[src/rtl/bitfuscnn_pkg.sv]
// Shared definitions for the bitfuscnn RAM-side arbiters: default RAM word
// widths and a round-robin search helper used by the priority pickers.
package bitfuscnn_pkg;

  localparam int DEFAULT_RAM_ADDRESS_WIDTH = 14;
  localparam int DEFAULT_RAM_VALUE_WIDTH   = 32;
  localparam int DEFAULT_RAM_INDEX_WIDTH   = 64;

  // Widest requester vector the round-robin helper can search.
  localparam int RR_MAX_REQ = 32;
  localparam int RR_MAX_IDX_W = 5;

  // First set bit of mask at or after start, wrapping modulo n.
  // Returns start when no bit in mask[n-1:0] is set; callers qualify the
  // result with |mask.
  function automatic int unsigned rr_next(
    input logic [RR_MAX_REQ-1:0] mask,
    input int unsigned start,
    input int unsigned n
  );
    int unsigned result;
    int unsigned k;
    logic found;
    result = start;
    found = 1'b0;
    for (int unsigned i = 0; i < RR_MAX_REQ; i++) begin
      k = start + i;
      if (k >= n) begin
        k = k - n;
      end
      if ((i < n) && !found && mask[k[RR_MAX_IDX_W-1:0]]) begin
        found = 1'b1;
        result = k;
      end
    end
    return result;
  endfunction

endpackage

[src/rtl/ram_read_arbiter_rr_pick.sv]
// rr_pick: combinational round-robin priority picker. Given a request vector
// and a start index it returns the first requester at or after start (with
// wrap-around) as both a one-hot grant and a binary index.
module rr_pick
  import bitfuscnn_pkg::*;
#(
  parameter int N = 2,
  parameter int IDX_W = (N > 1) ? $clog2(N) : 1
) (
  input  logic [N-1:0]     req,
  input  logic [IDX_W-1:0] start,
  output logic [N-1:0]     grant,
  output logic [IDX_W-1:0] idx,
  output logic             any
);

  logic [RR_MAX_REQ-1:0] mask_wide;
  int unsigned pick;

  // Zero-extend the request vector to the helper's fixed search width.
  always_comb begin
    mask_wide = '0;
    mask_wide[N-1:0] = req;
  end

  // Search order starts at start and wraps through all N requesters.
  always_comb begin
    pick = rr_next(mask_wide, int'(start), N);
  end

  assign idx = IDX_W'(pick);
  assign any = |req;

  // One-hot decode of the picked index, suppressed when nobody requests.
  generate
    for (genvar gi = 0; gi < N; gi++) begin : g_grant
      assign grant[gi] = any && (idx == IDX_W'(gi));
    end
  endgenerate

endmodule

[src/rtl/ram_read_arbiter.sv]
// ram_read_arbiter: shares one synchronous single-port value/index RAM read
// port between NUM_REQ streaming readers. Round-robin with bounded bursts:
// an owner keeps the port for at most MAX_BURST consecutive beats while it
// keeps requesting. Read data is broadcast and qualified by a one-hot rvalid
// that trails the grant by exactly one cycle.
// Optional build macro RAM_READ_ARBITER_PERF_EN adds per-requester
// grant/wait performance counters (16-bit, saturating).
module ram_read_arbiter
  import bitfuscnn_pkg::*;
#(
  parameter int NUM_REQ           = 2,
  parameter int RAM_ADDRESS_WIDTH = DEFAULT_RAM_ADDRESS_WIDTH,
  parameter int RAM_VALUE_WIDTH   = DEFAULT_RAM_VALUE_WIDTH,
  parameter int RAM_INDEX_WIDTH   = DEFAULT_RAM_INDEX_WIDTH,
  parameter int MAX_BURST         = 4
) (
  input  logic                                 clk,
  input  logic                                 reset,
  input  logic [NUM_REQ-1:0]                   req,
  input  logic [NUM_REQ*RAM_ADDRESS_WIDTH-1:0] req_address,
  output logic [NUM_REQ-1:0]                   grant,
  output logic [RAM_ADDRESS_WIDTH-1:0]         ram_address,
  output logic                                 ram_en,
  input  logic [RAM_VALUE_WIDTH-1:0]           ram_value,
  input  logic [RAM_INDEX_WIDTH-1:0]           ram_indices_value,
  output logic [RAM_VALUE_WIDTH-1:0]           value_out,
  output logic [RAM_INDEX_WIDTH-1:0]           indices_out,
`ifdef RAM_READ_ARBITER_PERF_EN
  output logic [NUM_REQ*16-1:0]                grant_count,
  output logic [NUM_REQ*16-1:0]                wait_count,
`endif
  output logic [NUM_REQ-1:0]                   rvalid
);

  localparam int IDX_W   = $clog2(NUM_REQ);
  localparam int BURST_W = $clog2(MAX_BURST + 1);
  localparam logic [BURST_W-1:0] BURST_LIMIT = BURST_W'(MAX_BURST);
  localparam logic [IDX_W-1:0]   LAST_IDX    = IDX_W'(NUM_REQ - 1);

  logic [IDX_W-1:0]   owner_reg;
  logic               owner_valid_reg;
  logic [BURST_W-1:0] burst_cnt_reg;
  logic [NUM_REQ-1:0] rvalid_reg;

  logic [IDX_W-1:0]   start_idx;
  logic               keep_owner;
  logic [NUM_REQ-1:0] pick_grant;
  logic [IDX_W-1:0]   pick_idx;
  logic               pick_any;
  logic [IDX_W-1:0]   grant_idx;
  logic               grant_any;

  // Round-robin search begins just after the last owner, so the owner
  // itself is considered last; this is what re-grants a lone owner whose
  // burst has run out.
  assign start_idx = (owner_reg == LAST_IDX) ? '0 : owner_reg + 1'b1;

  // The current owner continues while it still requests and has burst left.
  assign keep_owner = owner_valid_reg && req[owner_reg] && (burst_cnt_reg < BURST_LIMIT);

  rr_pick #(
    .N     (NUM_REQ),
    .IDX_W (IDX_W)
  ) u_rr_pick (
    .req   (req),
    .start (start_idx),
    .grant (pick_grant),
    .idx   (pick_idx),
    .any   (pick_any)
  );

  // Same-cycle grant and RAM address; everything is forced idle in reset.
  always_comb begin
    grant       = '0;
    grant_idx   = '0;
    grant_any   = 1'b0;
    ram_en      = 1'b0;
    ram_address = '0;
    if (!reset) begin
      if (keep_owner) begin
        grant[owner_reg] = 1'b1;
        grant_idx        = owner_reg;
        grant_any        = 1'b1;
      end else if (pick_any) begin
        grant     = pick_grant;
        grant_idx = pick_idx;
        grant_any = 1'b1;
      end
    end
    if (grant_any) begin
      ram_en      = 1'b1;
      ram_address = req_address[grant_idx*RAM_ADDRESS_WIDTH +: RAM_ADDRESS_WIDTH];
    end
  end

  // Ownership, burst accounting and the one-cycle rvalid pipeline.
  always_ff @(posedge clk) begin
    if (reset) begin
      owner_reg       <= LAST_IDX;
      owner_valid_reg <= 1'b0;
      burst_cnt_reg   <= '0;
      rvalid_reg      <= '0;
    end else begin
      rvalid_reg <= grant;
      if (grant_any) begin
        if (keep_owner) begin
          // keep_owner implies burst_cnt_reg < BURST_LIMIT, so no overflow.
          burst_cnt_reg <= burst_cnt_reg + 1'b1;
        end else begin
          owner_reg       <= grant_idx;
          owner_valid_reg <= 1'b1;
          burst_cnt_reg   <= BURST_W'(1);
        end
      end else begin
        // Owner is remembered so round-robin resumes after it.
        owner_valid_reg <= 1'b0;
      end
    end
  end

  assign rvalid      = rvalid_reg;
  assign value_out   = ram_value;
  assign indices_out = ram_indices_value;

`ifdef RAM_READ_ARBITER_PERF_EN
  generate
    for (genvar gi = 0; gi < NUM_REQ; gi++) begin : g_perf
      logic [15:0] grant_cnt_reg;
      logic [15:0] wait_cnt_reg;

      // Saturating per-requester counts of granted beats and stalled cycles.
      always_ff @(posedge clk) begin
        if (reset) begin
          grant_cnt_reg <= '0;
          wait_cnt_reg  <= '0;
        end else begin
          if (grant[gi] && (grant_cnt_reg != 16'hFFFF)) begin
            grant_cnt_reg <= grant_cnt_reg + 16'd1;
          end
          if (req[gi] && !grant[gi] && (wait_cnt_reg != 16'hFFFF)) begin
            wait_cnt_reg <= wait_cnt_reg + 16'd1;
          end
        end
      end

      assign grant_count[gi*16 +: 16] = grant_cnt_reg;
      assign wait_count[gi*16 +: 16]  = wait_cnt_reg;
    end
  endgenerate
`endif

endmodule

[config.mk]
export PLATFORM = sky130hd
export DESIGN_NAME = ram_read_arbiter
export DESIGN_NICKNAME = d
export VERILOG_FILES = /design/src/rtl/bitfuscnn_pkg.sv /design/src/rtl/ram_read_arbiter_rr_pick.sv /design/src/rtl/ram_read_arbiter.sv
export SDC_FILE = /design/constraint.sdc
export NUM_CORES = 1
export LEC_CHECK = 0
export CAP_MARGIN = 10
export CORE_AREA = 2 2 94 96
export CTS_CLUSTER_DIAMETER = 40
export DETAILED_ROUTE_END_ITERATION = 8
export DIE_AREA = 0 0 96 98
export GPL_ROUTABILITY_DRIVEN = 0
export PLACE_DENSITY = 0.76
export SLEW_MARGIN = 30
export SYNTH_ARGS = -nofsm -noshare
export SYNTH_HDL_FRONTEND = slang
export SYNTH_HIERARCHICAL = 1
export SYNTH_SLANG_ARGS = --single-unit
[constraint.sdc]
create_clock -name clk -period 4 [get_ports clk]
set_clock_uncertainty 0.05 [all_clocks]
set_input_delay 0.8 -clock clk [delete_from_list [all_inputs] [get_ports clk]]
set_output_delay 0.8 -clock clk [all_outputs]
set_load 0.05 [all_outputs]
==> After elaboration in Yosys (flattened, before gate mapping) <==
Cells that the tools add are included.
{ "classes": {"shift": 1, "bitwise": 3, "reduce_logical": 10, "n_mul": 1, "order_cmp": 7, "muxes": 26, "addsub": 5} }
{ "ops": {"columns": ["operator", "count"], "rows": [
  ["greater-or-equal comparator 32 x 2 -> 1 bit, second input constant", 1],
  ["variable part select 28 x 6 -> 14 bit", 1],
  ["two-way mux 1 bit", 16],
  ["two-way mux 14 bit", 1],
  ["less-than comparator 5 x 6 -> 1 bit, second input constant", 2],
  ["binary-select mux 1 bit (select 5 bit)", 2],
  ["two-way mux 5 bit", 2],
  ["logical AND 1 bit", 6],
  ["two-way mux 2 bit", 3],
  ["multiplier 1 x 3 -> 4 bit, second input constant", 1],
  ["OR reduction 2 bit", 2],
  ["adder 3 x 1 -> 3 bit, second input constant", 1],
  ["less-than comparator 3 bit, second input constant", 1],
  ["two-way mux 3 bit", 1],
  ["inverter 1 bit", 3],
  ["subtractor 1 x 2 -> 3 bit, second input constant", 1],
  ["subtractor 2 x 2 -> 3 bit, second input constant", 1],
  ["adder 1 x 1 -> 2 bit, second input constant", 1],
  ["greater-or-equal comparator 1 x 2 -> 1 bit, second input constant", 1],
  ["less-than comparator 1 x 2 -> 1 bit, second input constant", 1],
  ["AND reduction 2 bit", 1],
  ["adder 1 bit, second input constant", 1],
  ["demux 1 bit (select 1 bit)", 1],
  ["greater-or-equal comparator 1 bit, second input constant", 1],
  ["logical NOT 1 bit", 1]
]} }
{ "totals": {"output_inout_bits": 115, "ff_bits": 7, "wordCells": 57, "input_bits": 128} }

==> Longest topological paths before layout <==
Gate-level depths: netlist of the first run.
{ "logic_depth": {"word_depth": 16, "mapped_depth": 8} }

==> Hierarchy <==
Netlist of the first run, hierarchy kept.
{ "modules_own_cells": {"columns": ["module", "cells_per_inst", "area_per_inst_um2", "seq_area_each_um2", "n_inst"], "rows": [
  ["ram_read_arbiter", 182, 1362.6, 140.1, 1],
  ["rr_pick", 6, 36.3, 0.0, 1]
]} }

==> Least setup slack after synthesis of the first run <==
No wires, ideal clock.
{ "synth_timing": {"path_type": "input -> output", "start": "input req[0]", "end": "output ram_address[0]", "cell_stages": 5, "arrival_ps": 2629, "setup_slack_ps": 521, "required_ps": 3150, "n_path_buf": 0, "cell_sequence": "or2_1 > nand2_1 > o21ai_4 > and2_2 > o21ai_0"} }
{ "synth_between": {"elab_chain_cells": 12} }
{ "synth_rtl": {"columns": ["element", "line_no", "text"], "rows": [
  ["start, declared", "ram_read_arbiter.sv:19", "input logic [NUM_REQ-1:0] req,"],
  ["binary-select mux 1 bit (select 5 bit)", "bitfuscnn_pkg.sv:31", "if ((i < n) && !found && mask[k[RR_MAX_IDX_W-1:0]]) begin"],
  ["two-way mux 1 bit (not written as such)", "bitfuscnn_pkg.sv:31", null],
  ["two-way mux 1 bit", "bitfuscnn_pkg.sv:31", null],
  ["logical NOT 1 bit", "bitfuscnn_pkg.sv:31", null],
  ["logical AND 1 bit", "bitfuscnn_pkg.sv:31", null],
  ["two-way mux 1 bit", "bitfuscnn_pkg.sv:31", null],
  ["two-way mux 1 bit", "ram_read_arbiter.sv:84", "end else if (pick_any) begin"],
  ["two-way mux 1 bit", "ram_read_arbiter.sv:80", "if (keep_owner) begin"],
  ["two-way mux 1 bit", "ram_read_arbiter.sv:79", "if (!reset) begin"],
  ["multiplier 1 x 3 -> 4 bit", "ram_read_arbiter.sv:92", "ram_address = req_address[grant_idx*RAM_ADDRESS_WIDTH +: RAM_ADDRESS_WIDTH];"],
  ["variable part select 28 x 6 -> 14 bit", "ram_read_arbiter.sv:92", null],
  ["two-way mux 14 bit (*)", "ram_read_arbiter.sv:90", "if (grant_any) begin"],
  ["end, declared", "ram_read_arbiter.sv:22", "output logic [RAM_ADDRESS_WIDTH-1:0] ram_address,"]
]} }
Every way passes the cells marked *; elsewhere a longest branch is shown, timed or not. The select of a mux whose other input is x is not followed.

==> Final worst setup path of the first run <==
{ "layout_timing": {"start": "input req[1]", "end": "output grant[0]"} }
{ "layout_between": {"elab_chain_cells": 11} }
{ "layout_rtl": {"columns": ["element", "line_no", "text"], "rows": [
  ["binary-select mux 1 bit (select 5 bit)", "bitfuscnn_pkg.sv:31", null],
  ["two-way mux 1 bit (not written as such)", "bitfuscnn_pkg.sv:31", null],
  ["two-way mux 1 bit", "bitfuscnn_pkg.sv:31", null],
  ["logical NOT 1 bit", "bitfuscnn_pkg.sv:31", null],
  ["logical AND 1 bit", "bitfuscnn_pkg.sv:31", null],
  ["two-way mux 1 bit", "bitfuscnn_pkg.sv:31", null],
  ["inverter 1 bit", "ram_read_arbiter_rr_pick.sv:37", "assign grant[gi] = any && (idx == IDX_W'(gi));"],
  ["logical AND 1 bit", "ram_read_arbiter_rr_pick.sv:37", null],
  ["two-way mux 2 bit", "ram_read_arbiter.sv:84", null],
  ["two-way mux 2 bit (*)", "ram_read_arbiter.sv:80", null],
  ["two-way mux 2 bit (*)", "ram_read_arbiter.sv:79", null],
  ["end, declared", "ram_read_arbiter.sv:21", "output logic [NUM_REQ-1:0] grant,"]
]} }
Marked as above.

==> results of run 1 <==
==> metrics by stage <==
step,util (%),power (mW)
floorplan,-,0.488
global placement,14.9,0.308
detailed placement,14.9,0.311
CTS,15.4,0.413
global route,15.4,0.430
finish,15.4,0.408
==> power groups by stage <==
stage | sequential, mW | clock, mW | combinational [mW]
6_report | 0.0797 | 0.0998 | 0.229
5_1_grt | 0.0806 | 0.106 | 0.243
4_1_cts | 0.0797 | 0.102 | 0.231
3_5_place_dp | 0.0808 | 0 | 0.230
3_3_place_gp | 0.0807 | 0 | 0.227
2_1_floorplan | 0.0862 | 0 | 0.402
==> cells in the final DEF (no fill, tap or decap) <==
cell             count
clkbuf_8             3
nor2_2               1
mux2i_4              1
clkdlybuf4s50_1     34
clkbuf_1             1
o31ai_4              1
a21oi_1              4
or2_1                1
nand3_1             14
o21ai_4              1
nor2_1               6
a21boi_1             1
nand2b_1             2
inv_1                2
and4bb_2             1
buf_4               17
nand2_1             17
dfxtp_1              7
a31oi_1              1
nor2b_1              1
nor3_1               3
o31ai_1              1
or2_2                1
buf_12               1
o21ai_0              6
a211oi_1             1
diode_2              1
ha_1                 1
a21boi_2             1
o21ai_2             10
and2_2               1
nand3b_1             1
==> worst max-delay path, cell delays in order <==
cell             delay [ns]
clkdlybuf4s50_1        0.59
mux2i_4                0.16
or2_2                  0.34
a31oi_1                0.22
nor2_1                 0.06
clkdlybuf4s50_1        0.70
==> path summary, 6_finish.rpt <==
kind | startpoint | end | slack [ns] | depth (start not counted)
min | burst_cnt_reg[0]$_SDFFE_PP0P_ | burst_cnt_reg[0]$_SDFFE_PP0P_ | 0.44 | 1
max reg2reg | owner_reg$_SDFFE_PP1P_ | owner_reg$_SDFFE_PP1P_ | 2.54 | 5
max | req[1] | grant[0] | 0.28 | 6
min reg2reg | burst_cnt_reg[0]$_SDFFE_PP0P_ | burst_cnt_reg[0]$_SDFFE_PP0P_ | 0.44 | 1
==> cell families after synthesis <==
group | after synthesis | synth area share [%]
AND/OR/NAND/NOR | 49 | 16.9
multiplexers | 1 | 1.61
adder cells (fa/ha/maj) | 1 | 0.894
AO/OA/AOI/OAI | 27 | 15.4
buffers and inverters | 103 | 55.2
flip-flops | 7 | 10.0
==> per-layer routing <==
| metal | vias up | track usage, % |
|---|---|---|
| met4 | 0 | 7.47 |
| li1 | 430 | - |
| met3 | 44 | 2.16 |
| met1 | 401 | 6.64 |
| met5 | - | 0 |
| met2 | 74 | 11.8 |
==> layout make-up <==
type                       instances  area share (%)
tap                              108            10.4
timing repair buffer              52            37.4
inverter                           2           0.575
multi-input combinational         78            37.3
antenna                            1           0.192
sequential                         7            10.7
clock buffer                       4            3.45
==> summary.txt, run 1 <==
Placement
  • Placed insts: 247
  • Place WS: 0.286 ns
  • Port bufs: 50
  • Dpl cell area: 0.00126 sq mm
  • Post-DP HPWL: 3070 um

Critical path
  • Kind of critical path: in -> out
  • Crit-path max FO: 6
  • Crit path DAT: 2.87 ns
  • CP Capture Type: primary output
  • CP Launch Type: input pin
  • Data required time at the worst endpoint: 3.15 ns

Clocking
  • CTS tree: done
  • H-tree depth: 1
  • Hold_buf cts: 0
  • Post-CTS Setup Inserts: 0
  • CTS Buf Count: 3
  • Root Driver: clkbuf_8
  • Clk sinks: 7
  • Clk pin slew, worst setup/hold paths: 0.04 ns
  • Worst-skew pair later-pin latency: 0.23 ns
  • Worst-case clock buffer depth: 2
  • Post-cts resize count: 0

Routing
  • Top routing layer in use: met4
  • Routed length per instance: 14.4 um
  • DRT iter0 DRCs: 33
  • Final wirelength: 3630 um
  • Via count: 949
  • Met2 WL: 1620 um
  • WL met3: 424 um
  • DRT antenna net count: 0
  • Via/cell ratio: 3.77
  • Drt first pass iters: 4
  • M1 WL: 1260 um
  • Remaining DRCs: 0

Power and ir drop
  • Switch Pwr: 179 uW
  • Net Sw Frac: 43.9%
  • Worst vdd ir: 258 uV
  • Combinational share of power: 56.0%
  • Lkg Pwr: 0.483 nW
  • Power share of the clock group: 24.5%
  • P_int: 229 uW
  • Seq pwr share: 19.5%
  • Ratio of total power to cell area: 313 mW/mm^2

Timing
  • Tmin final: 3.72 ns
  • Final Hold Vio Count: 0
  • Fmax: 269 MHz
  • WHS: 0.437 ns
  • RSZ-0062 raised after global routing: no
  • Slew @ Worst Pin: 0.719 ns
  • Final worst setup slack: 0.277 ns
  • Period utilization: 93.1%
  • # setup viols final: 0
  • Relative slew slack: 52.1%
  • Final TNS setup: 0 ns
  • Fin. max-slew vios: 0

GRT
  • First-pass GRT wire length: 5040 um
  • Vias in the first global route: 1010
  • Initial antenna violation count: 1
  • GRT Total Usage: 7.16%
  • Largest net degree at the start of global routing: 17
  • Total congestion overflow: 0

Final layout
  • Final net count: 273
  • Reg area: 140 sq um
  • Share of post-route cells with drive strength above 1: 27.3%
  • Synthesis-to-finish area growth: -6.71%
  • Layout Cells excl Fill: 252
  • Max FFs per register: 3
  • Cell area after layout: 0.00131 sq mm
  • Filler Cells Inserted: 965
  • Multi-input combinational cell area: 487 sq um

Run status
  • Status: finished clean

Floorplan
  • Io pins: 243
  • Die Span Y: 98 um
  • Core footprint: 0.00847 sq mm
  • Die area: 0.00941 sq mm
  • Die width: 96 um
  • Row count: 34
  • Initial Util: 16.5%

Run
  • Maxcap violations: 0

Yosys
  • Top post-synthesis cells by area: buf_4, dfxtp_1, o21ai_2
  • Mapped Cells: 188
  • Post-synthesis sequential area ratio: 10.0%
  • Number of enable flip-flop cells after synthesis: 0
  • Syn avg cell area: 7.44 sq um
  • Post-synthesis async set-or-reset flop share: 0%
  • Top cells by count, synth: buf_4, nand2_1, nand3_1
  • #FFs+latches synth: 7
  • Post-Syn Area: 0.00140 sq mm
  • Area leader, netlist: buf_4
  • Post-synth cell types: 29
  • Count leader, synth: buf_4
  • Yosys warning count: 6
  • Yosys top cell area share: 51.5%
  • Syn Nets: 317
  • Main flop type after synthesis: dfxtp_1

Worst hold path
  • HP Class: reg -> reg
No activity file was read; power rests on OpenSTA's default activity.
==> run 2: changes to the inputs <==
- CAP_MARGIN: 10 -> not set
==> results of run 2 <==
No change in the layout: final DEF, timing and power equal those of run 1.
==> run 3: changes to the inputs <==
- CORE_AREA: 2 2 94 96 -> 4 4 93 95
- DIE_AREA: 0 0 96 98 -> 0 0 97 99
- PLACE_DENSITY: 0.76 -> 0.79
==> run 3 against run 2 <==
- clock power shrank 1%
- design area shrank 0.19%
- global-route usage grew 0.29 points
- hold slack lost 0.011 ns
- clock-buffer cell count is the same
- sequential share of layout area is essentially flat
- sequential power is essentially flat
- non-clock buffer count grew 1
- worst setup slack lost 0.085 ns
- fmax shrank 2.2%
- largest cell class unchanged
- largest power group unchanged
==> summary.txt, run 3 (synthesis gave the netlist of run 1 again) <==
Critical path
  • Crit path max-delay family: buffers and inverters (unchanged)
  • Buffer and inverter count on the worst path: 2 (unchanged)
  • Crit-path max FO: 6 (unchanged)
  • CP Capture Type: primary output (unchanged)
  • CP Launch Type: input pin (unchanged)
  • Crit path DAT: 2.96 ns (was 2.87 ns)
  • Kind of critical path: in -> out (unchanged)
  • Crit path largest cell delay: 0.71 ns (was 0.70 ns)
  • Data required time at the worst endpoint: 3.15 ns (about the same)
  • Worst reg2reg startpoint: owner_reg$_SDFFE_PP1P_ (unchanged)
  • Worst Reg2Reg Path Length in Cells: 8 (was 5)
  • CP cell instances: clkdlybuf4s50_1 -> mux2i_4 -> or2_2 -> a31oi_1 -> nor2_1 -> clkdlybuf4s50_1 (unchanged)
  • Reg2Reg Setup Slack: 2.54 ns (about the same)
  • WP depth: 6 (unchanged)
  • RR Endpoint: owner_reg$_SDFFE_PP1P_ (unchanged)
  • Critical Path Slowest Stage Cell: clkdlybuf4s50_1 (unchanged)
  • CP Capture Point: grant[0] (unchanged)
  • Most used cell, CP: clkdlybuf4s50_1 (unchanged)
  • CP startpoint: req[1] (unchanged)

Timing
  • Final Hold Vio Count: 0 (unchanged)
  • # setup viols final: 0 (unchanged)
  • RSZ-0062 raised after global routing: no (unchanged)
  • WHS: 0.426 ns (was 0.437 ns)
  • Final TNS setup: 0 ns (unchanged)
  • Fmax: 263 MHz (was 269 MHz)
  • Relative slew slack: 44.1% (was 52.1%)
  • Slew @ Worst Pin: 0.839 ns (was 0.719 ns)
  • Tmin final: 3.81 ns (was 3.72 ns)
  • Fin. max-slew vios: 0 (unchanged)
  • Period utilization: 95.2% (was 93.1%)

Clocking
  • CTS Buf Count: 3 (unchanged)
  • Worst-skew pair later-pin latency: 0.22 ns (was 0.23 ns)
  • Worst-case clock buffer depth: 2 (unchanged)
  • Clk sinks: 7 (unchanged)
  • Post-CTS Setup Inserts: 0 (unchanged)
  • CTS tree: done (unchanged)
  • Root Driver: clkbuf_8 (unchanged)
  • Clk pin slew, worst setup/hold paths: 0.04 ns (about the same)
  • H-tree depth: 1 (unchanged)
  • Post-cts resize count: 0 (unchanged)
  • Hold_buf cts: 0 (unchanged)

Floorplan
  • Die width: 97 um (was 96 um)
  • Core footprint: 0.00773 sq mm (was 0.00847 sq mm)
  • Die area: 0.00960 sq mm (was 0.00941 sq mm)
  • Die Span Y: 99 um (was 98 um)
  • Initial Util: 18.1% (was 16.5%)
  • Io pins: 243 (unchanged)
  • Row count: 32 (was 34)

Power and ir drop
  • Lkg Pwr: 0.488 nW (was 0.483 nW)
  • Ratio of total power to cell area: 315 mW/mm^2 (was 313 mW/mm^2)
  • Worst vdd ir: 92.3 uV (was 258 uV)

GRT
  • Initial antenna violation count: 0 (was 1)
  • GRT Total Usage: 7.45% (was 7.16%)
  • Largest net degree at the start of global routing: 16 (was 17)
  • First-pass GRT wire length: 5580 um (was 5040 um)
  • Total congestion overflow: 0 (unchanged)
  • Vias in the first global route: 1068 (was 1010)

Placement
  • Port bufs: 50 (unchanged)
  • Dpl cell area: 0.00126 sq mm (unchanged)
  • Post-DP HPWL: 3000 um (was 3070 um)

Routing
  • Via/cell ratio: 3.98 (was 3.77)
  • Final wirelength: 3800 um (was 3630 um)
  • DRT antenna net count: 0 (unchanged)
  • DRT iter0 DRCs: 11 (was 33)
  • Remaining DRCs: 0 (unchanged)
  • Routed length per instance: 15.5 um (was 14.4 um)
  • Via count: 978 (was 949)
  • Drt first pass iters: 3 (was 4)

Final layout
  • # diodes: 0 (was 1)
  • Filler Cells Inserted: 863 (was 965)
  • Share of post-route cells with drive strength above 1: 27.8% (was 27.3%)
  • Commonest non-fill, non-tap cell in the layout: clkdlybuf4s50_1 (unchanged)
  • Final net count: 274 (was 273)
  • Synthesis-to-finish area growth: -6.89% (was -6.71%)
  • Cell area after layout: 0.00130 sq mm (was 0.00131 sq mm)
  • Max FFs per register: 3 (unchanged)
  • Most frequent cells in the layout: clkdlybuf4s50_1, buf_4, nand2_1 (was clkdlybuf4s50_1, nand2_1, buf_4)

Run
  • Maxcap violations: 0 (unchanged)

Run status
  • Status: finished clean (unchanged)

Worst hold path
  • HP Class: reg -> reg (unchanged)
[run 3: area by class of cell]
cell class / instances / area, sq um / share of cell area (%)
well taps: 102 / 128 / 9.80
inverters: 2 / 7.51 / 0.576
flip-flops and latches: 7 / 140 / 10.8
repair buffers: 53 / 495 / 38.0
multi-input cells: 78 / 487 / 37.4
clock buffers: 4 / 45.0 / 3.46
[run 3: per-layer routing]
layer  wire length (um)  part of all wire [%]  vias up  GRT usage, %
li1                   -                     -      431             -
met2               1720                    45       80          11.9
met1               1200                    32      411          6.66
met4                375                   9.9        0          8.10
met3                509                    13       56          3.40
met5                  0                     0        -             0
[run 3: how the worst min path moves through the flow]
stage | start | endpoint | slack, ns | depth (start not counted)
after global placement | burst_cnt_reg[0]$_SDFFE_PP0P_ | burst_cnt_reg[0]$_SDFFE_PP0P_ | 0.41 | 1
after floorplan | burst_cnt_reg[0]$_SDFFE_PP0P_ | burst_cnt_reg[0]$_SDFFE_PP0P_ | 0.39 | 1
after global routing | burst_cnt_reg[0]$_SDFFE_PP0P_ | burst_cnt_reg[0]$_SDFFE_PP0P_ | 0.47 | 1
after CTS | burst_cnt_reg[0]$_SDFFE_PP0P_ | burst_cnt_reg[0]$_SDFFE_PP0P_ | 0.43 | 1
final | burst_cnt_reg[0]$_SDFFE_PP0P_ | burst_cnt_reg[0]$_SDFFE_PP0P_ | 0.43 | 1
after detailed placement | burst_cnt_reg[0]$_SDFFE_PP0P_ | burst_cnt_reg[0]$_SDFFE_PP0P_ | 0.42 | 1
[run 3: per-stage QoR]
step                util [%]  worst slack [ns]  cells  total power [mW]
floorplan                  -             0.521    188             0.488
global placement        16.3             0.245    242             0.314
detailed placement      16.3             0.196    242             0.317
CTS                     16.9             0.188    246             0.419
global route            16.9            0.0860    246             0.437
finish                  16.9             0.193    246             0.411
[run 3: where the power goes]
part	internal (mW)	switching [mW]	total, mW
registers	0.0756	0.00396	0.0796
clock network	0.0689	0.0298	0.0987
logic	0.0860	0.146	0.232
total	0.231	0.180	0.411
